## src/rtl/stream_unlabeler.sv

```systemverilog
// AXI-Stream label stripper: leading LABEL_BEATS beats become out_tid, payload is forwarded.
// Optional packet/short counters are enabled with `define STREAM_UNLABELER_STATS_EN.
module stream_unlabeler #(
  parameter int DATA_WIDTH  = 8,
  parameter int LABEL_BEATS = 1,
  parameter int ID_WIDTH    = 8
) (
  input  logic                  aclk,
  input  logic                  aresetn,
  input  logic                  in_tvalid,
  output logic                  in_tready,
  input  logic [DATA_WIDTH-1:0] in_tdata,
  input  logic                  in_tlast,
  output logic                  out_tvalid,
  input  logic                  out_tready,
  output logic [DATA_WIDTH-1:0] out_tdata,
  output logic                  out_tlast,
  output logic [ID_WIDTH-1:0]   out_tid,
`ifdef STREAM_UNLABELER_STATS_EN
  output logic [15:0]           pkt_count,
  output logic [15:0]           short_count,
`endif
  output logic                  short_pkt
);

  localparam int CW  = (LABEL_BEATS > 1) ? $clog2(LABEL_BEATS) : 1;
  localparam int LBW = DATA_WIDTH * LABEL_BEATS;
  localparam logic [CW-1:0] LAST_CNT = CW'(LABEL_BEATS - 1);

  typedef enum logic {S_LABEL, S_PAYLOAD} state_t;

  state_t          state;
  logic [CW-1:0]   lbl_cnt;
  logic [LBW-1:0]  lbl_q;
  logic [LBW-1:0]  lbl_next;
  logic            acc;

  assign in_tready = !out_tvalid || out_tready;
  assign acc       = in_tvalid && in_tready;

  // Label as it will look once the current beat lands; lets out_tid load in the same cycle.
  always_comb begin
    lbl_next = lbl_q;
    for (int b = 0; b < LABEL_BEATS; b++)
      if (lbl_cnt == CW'(b)) lbl_next[b*DATA_WIDTH +: DATA_WIDTH] = in_tdata;
  end

  always_ff @(posedge aclk) begin
    if (!aresetn) begin
      state      <= S_LABEL;
      lbl_cnt    <= '0;
      lbl_q      <= '0;
      out_tvalid <= 1'b0;
      out_tdata  <= '0;
      out_tlast  <= 1'b0;
      out_tid    <= '0;
      short_pkt  <= 1'b0;
    end else begin
      short_pkt <= 1'b0;
      if (out_tready) out_tvalid <= 1'b0;
      if (acc) begin
        case (state)
          S_LABEL: begin
            lbl_q <= lbl_next;
            if (in_tlast) begin
              short_pkt <= 1'b1;
              lbl_cnt   <= '0;
            end else if (lbl_cnt == LAST_CNT) begin
              out_tid <= lbl_next[ID_WIDTH-1:0];
              lbl_cnt <= '0;
              state   <= S_PAYLOAD;
            end else begin
              lbl_cnt <= lbl_cnt + CW'(1);
            end
          end
          S_PAYLOAD: begin
            out_tvalid <= 1'b1;
            out_tdata  <= in_tdata;
            out_tlast  <= in_tlast;
            if (in_tlast) state <= S_LABEL;
          end
          default: state <= S_LABEL;
        endcase
      end
    end
  end

`ifdef STREAM_UNLABELER_STATS_EN
  always_ff @(posedge aclk) begin
    if (!aresetn) begin
      pkt_count   <= '0;
      short_count <= '0;
    end else begin
      if (acc && state == S_PAYLOAD && in_tlast) pkt_count <= pkt_count + 16'd1;
      if (short_pkt) short_count <= short_count + 16'd1;
    end
  end
`endif

endmodule

```

## config.mk

```make
export PLATFORM = sky130hd
export DESIGN_NAME = stream_unlabeler
export DESIGN_NICKNAME = d
export VERILOG_FILES = /design/src/rtl/stream_unlabeler.sv
export SDC_FILE = /design/constraint.sdc
export NUM_CORES = 1
export LEC_CHECK = 0
export ABC_CLOCK_PERIOD_IN_PS = 1900
export CAP_MARGIN = 20
export CORE_MARGIN = 4
export CORE_UTILIZATION = 44
export DETAILED_ROUTE_END_ITERATION = 8
export GPL_ROUTABILITY_DRIVEN = 0
export PLACE_DENSITY = 0.79
export SLEW_MARGIN = 20
export SYNTH_ARGS = -nofsm -noshare
export SYNTH_HDL_FRONTEND = slang
export SYNTH_SLANG_ARGS = --single-unit
```

## constraint.sdc

```tcl
create_clock -name aclk -period 1.9 [get_ports aclk]
set_input_delay 0.57 -clock aclk [delete_from_list [all_inputs] [get_ports aclk]]
set_output_delay 0.57 -clock aclk [all_outputs]
set_load 0.01 [all_outputs]
```

==> flow_summary_export.csv <==
group,metric,value,unit
sta,finClkSkew,0.00249,ns
sta,min_period_over_period,0.969,
clocking,cts_hold_buf,0,
logic_synthesis,synthXorXnorAreaFrac,0,
logic_synthesis,synthSimpleGateAreaFrac,0.191,
logic_synthesis,synth_mux_area_frac,0.216,
detailed_routing,drt_wl_total,1630,um
detailed_routing,drt_iter0_drc,6,
placement,dpl_cell_area,0.00115,mm^2
global_route,grt_pass1_wl,2770,um
logic_synthesis,ys_types,14,
logic_synthesis,synth_area_per_cell,10.1,um^2
power,internal_power,0.000637,W
clocking,path_clk_slew,0.11,ns
sta,post-route-min-period,1.84,ns
power,leakagePower,0.508,nW
logic_synthesis,synth_flop_cell,"dfxtp_1",
logic_synthesis,synth_top_family_by_area,"multiplexers",
power,vdd_ir_drop_max,0.528,mV
logic_synthesis,yosys_warnings,0,
power,power_density,703,mW/mm^2
logic_synthesis,netlist.area_leader.share,0.509,
critical_path,required,1.33,ns
floorplanning,rows,15,
placement,portBuffers,32,
placement,dp_slack,-0.354,ns
clocking,htreeDepth,1,
critical_path,end_kind,"output pin",
sta,slew-limit-headroom,0.832,
cells_and_area,syn_to_final_growth,49.8,%
critical_path,worst-r2r-cell-count,5,
placement,placedCellCount,136,
cells_and_area,final_nets,129,
power,p_comb_frac,0.163,
logic_synthesis,yosysSeqAreaShare,0.509,
logic_synthesis,syn-num-nets,91,
clocking,clock_latency,0.30,ns
floorplanning,chipHeight,50.3,um
cells_and_area,antenna_cells,0,
power,power.share.clock,0.294,
critical_path,crit_fanout,2,
global_route,grt_max_degree,28,
clocking,cts_tree,"yes",
sta,slew_viol_final,0,
sta,max_slew.worst_pin.slew,0.252,ns
sta,setup_viol,0,
sta,rsz0062_at_grt,"no",
floorplanning,ios,33,
sta,timing.fmax,543,MHz
logic_synthesis,synth_area,787,um^2
floorplanning,dieWidth,50.3,um
global_route,grtUsageTotal,0.148,
clocking,clock-sinks,20,
power,power_switching,0.000192,W
critical_path,ff2ff_setup_slack,0.69,ns
min_path,hold_class,"reg2reg",
cells_and_area,drive_gt1_frac,0.122,
detailed_routing,drtAntennaViolNets,0,
detailed_routing,viasPerCell,4.63,
logic_synthesis,synth_compound_area_frac,0.0238,
cells_and_area,fin_cells,140,
power,switching_share,0.231,
detailed_routing,wl_per_cell,11.6,um
job,drv_cap,0,
global_route,grt_pass1_vias,643,
sta,finalHoldViolations,0,
status,status,"finished clean",
logic_synthesis,synthTopCellsByCount,"27 x nand2_1, 20 x dfxtp_1, 17 x mux2i_1",
global_route,overflow,0,
logic_synthesis,yosysTopAreaCell,"dfxtp_1",
clocking,root_buffer,"clkbuf_4",
detailed_routing,drcViolationCount,0,
logic_synthesis,synthCells,78,
floorplanning,die_area,0.00253,mm^2
cells_and_area,final_area,0.00118,mm^2
critical_path,critPathKind,"in2out",
logic_synthesis,synth_edf_count,0,
global_route,antenna_found_initial,0,
clocking,clk_path_buf_depth,2,
logic_synthesis,synthTopCellsByArea,"dfxtp_1 51%, mux2i_1 22%, nand2_1 13%",
critical_path,cp.arrival,1.27,ns
sta,setup_ws,0.0585,ns
detailed_routing,dr_total_vias,648,
floorplanning,core_area,0.00171,mm^2
logic_synthesis,yosysMostFrequentCell,"nand2_1",
logic_synthesis,synth-seq-cells,20,
min_path,min_path_cells,2,
placement,place.detailed.hpwl,1220,um
floorplanning,start_util,0.461,
detailed_routing,dr.pass1.iters,3,
logic_synthesis,synthAdderAreaFrac,0,
logic_synthesis,async_flop_share,0,
power,seqPwrFrac,0.543,
clocking,cts-buffers-inserted,3,
critical_path,worstSetupStartpointType,"input pin",
==> power groups by stage <==
stage | Clock [W] | Sequential (W) | Combinational (W)
6_report | 0.000244 | 0.000450 | 0.000135
5_1_grt | 0.000266 | 0.000453 | 0.000146
3_3_place_gp | 0 | 0.000459 | 0.000134
3_5_place_dp | 0 | 0.000460 | 0.000136
2_1_floorplan | 0 | 0.000467 | 0.0000540
4_1_cts | 0.000248 | 0.000450 | 0.000137
==> worst paths after layout <==
check | startpoint | endpoint
worst min register to register | out_tdata[2]$_SDFFE_PN0P_ | out_tdata[2]$_SDFFE_PN0P_
worst min-delay path | out_tdata[2]$_SDFFE_PN0P_ | out_tdata[2]$_SDFFE_PN0P_
worst max-delay path | out_tready | in_tready
worst max register to register | out_tvalid$_SDFF_PN0_ | out_tid[3]$_SDFFE_PN0P_
==> layout make-up <==
class / instances / area (um^2)
sequential: 20 / 400
tap: 25 / 31.3
inverter: 1 / 3.75
clock buffer: 4 / 36.3
multi-input combinational: 51 / 339
timing repair buffer: 39 / 368
fill: 138 / 529
==> critical path, cell delays in order <==
cell and delay, ns:
clkdlybuf4s50_1 0.46, nand2b_4 0.12, buf_2 0.12
==> routing by layer <==
layer  wire length [um]  GRT usage  part of all wire  vias to the layer above
met5                  0          0                 0                        -
met4                 37     0.0807             0.023                        0
met3                116     0.0475             0.071                        4
met2                746      0.243              0.46                       21
met1                727      0.169              0.45                      293
li1                   -          -                 -                      330
==> registers in the layout, summed over array words and instances, names as in the netlist <==
register,count
out_tdata,8
out_tid,8
out_tlast,1
out_tvalid,1
short_pkt,1
state,1
==> cell families (layout without fill, tap and decap cells) <==
| group | count (synthesis) | after routing |
|---|---|---|
| muxes | 17 | 17 |
| AOI/OAI and AO/OA | 3 | 3 |
| and+or+nand+nor | 31 | 31 |
| DFF | 20 | 20 |
| buffers and inverters | 7 | 44 |
==> layout by cell type, fill, tap and decap left out, types with 2 or more instances in the layout <==
cell              n
a21oi_1           2
buf_4             7
clkbuf_4          3
clkdlybuf4s50_1  31
dfxtp_1          20
mux2i_1          17
nand2_1          27
==> through the flow <==
step	total power (W)	utilization	hold slack [ns]	setup TNS, ns
after floorplan	0.000521	-	0.479	0
after global placement	0.000593	0.672	0.445	-0.439
after detailed placement	0.000596	0.672	0.447	-0.616
after CTS	0.000835	0.690	0.471	0
after global routing	0.000864	0.690	0.489	0
final	0.000829	0.690	0.468	0
==> what timing repair did <==
item | 4_1_cts | 5_1_grt
buffers inserted | 0 | 0
gates resized for setup | 4 | 0
endpoints found under the setup margin | 1 | 0
Power figures use the tool's default switching activity.
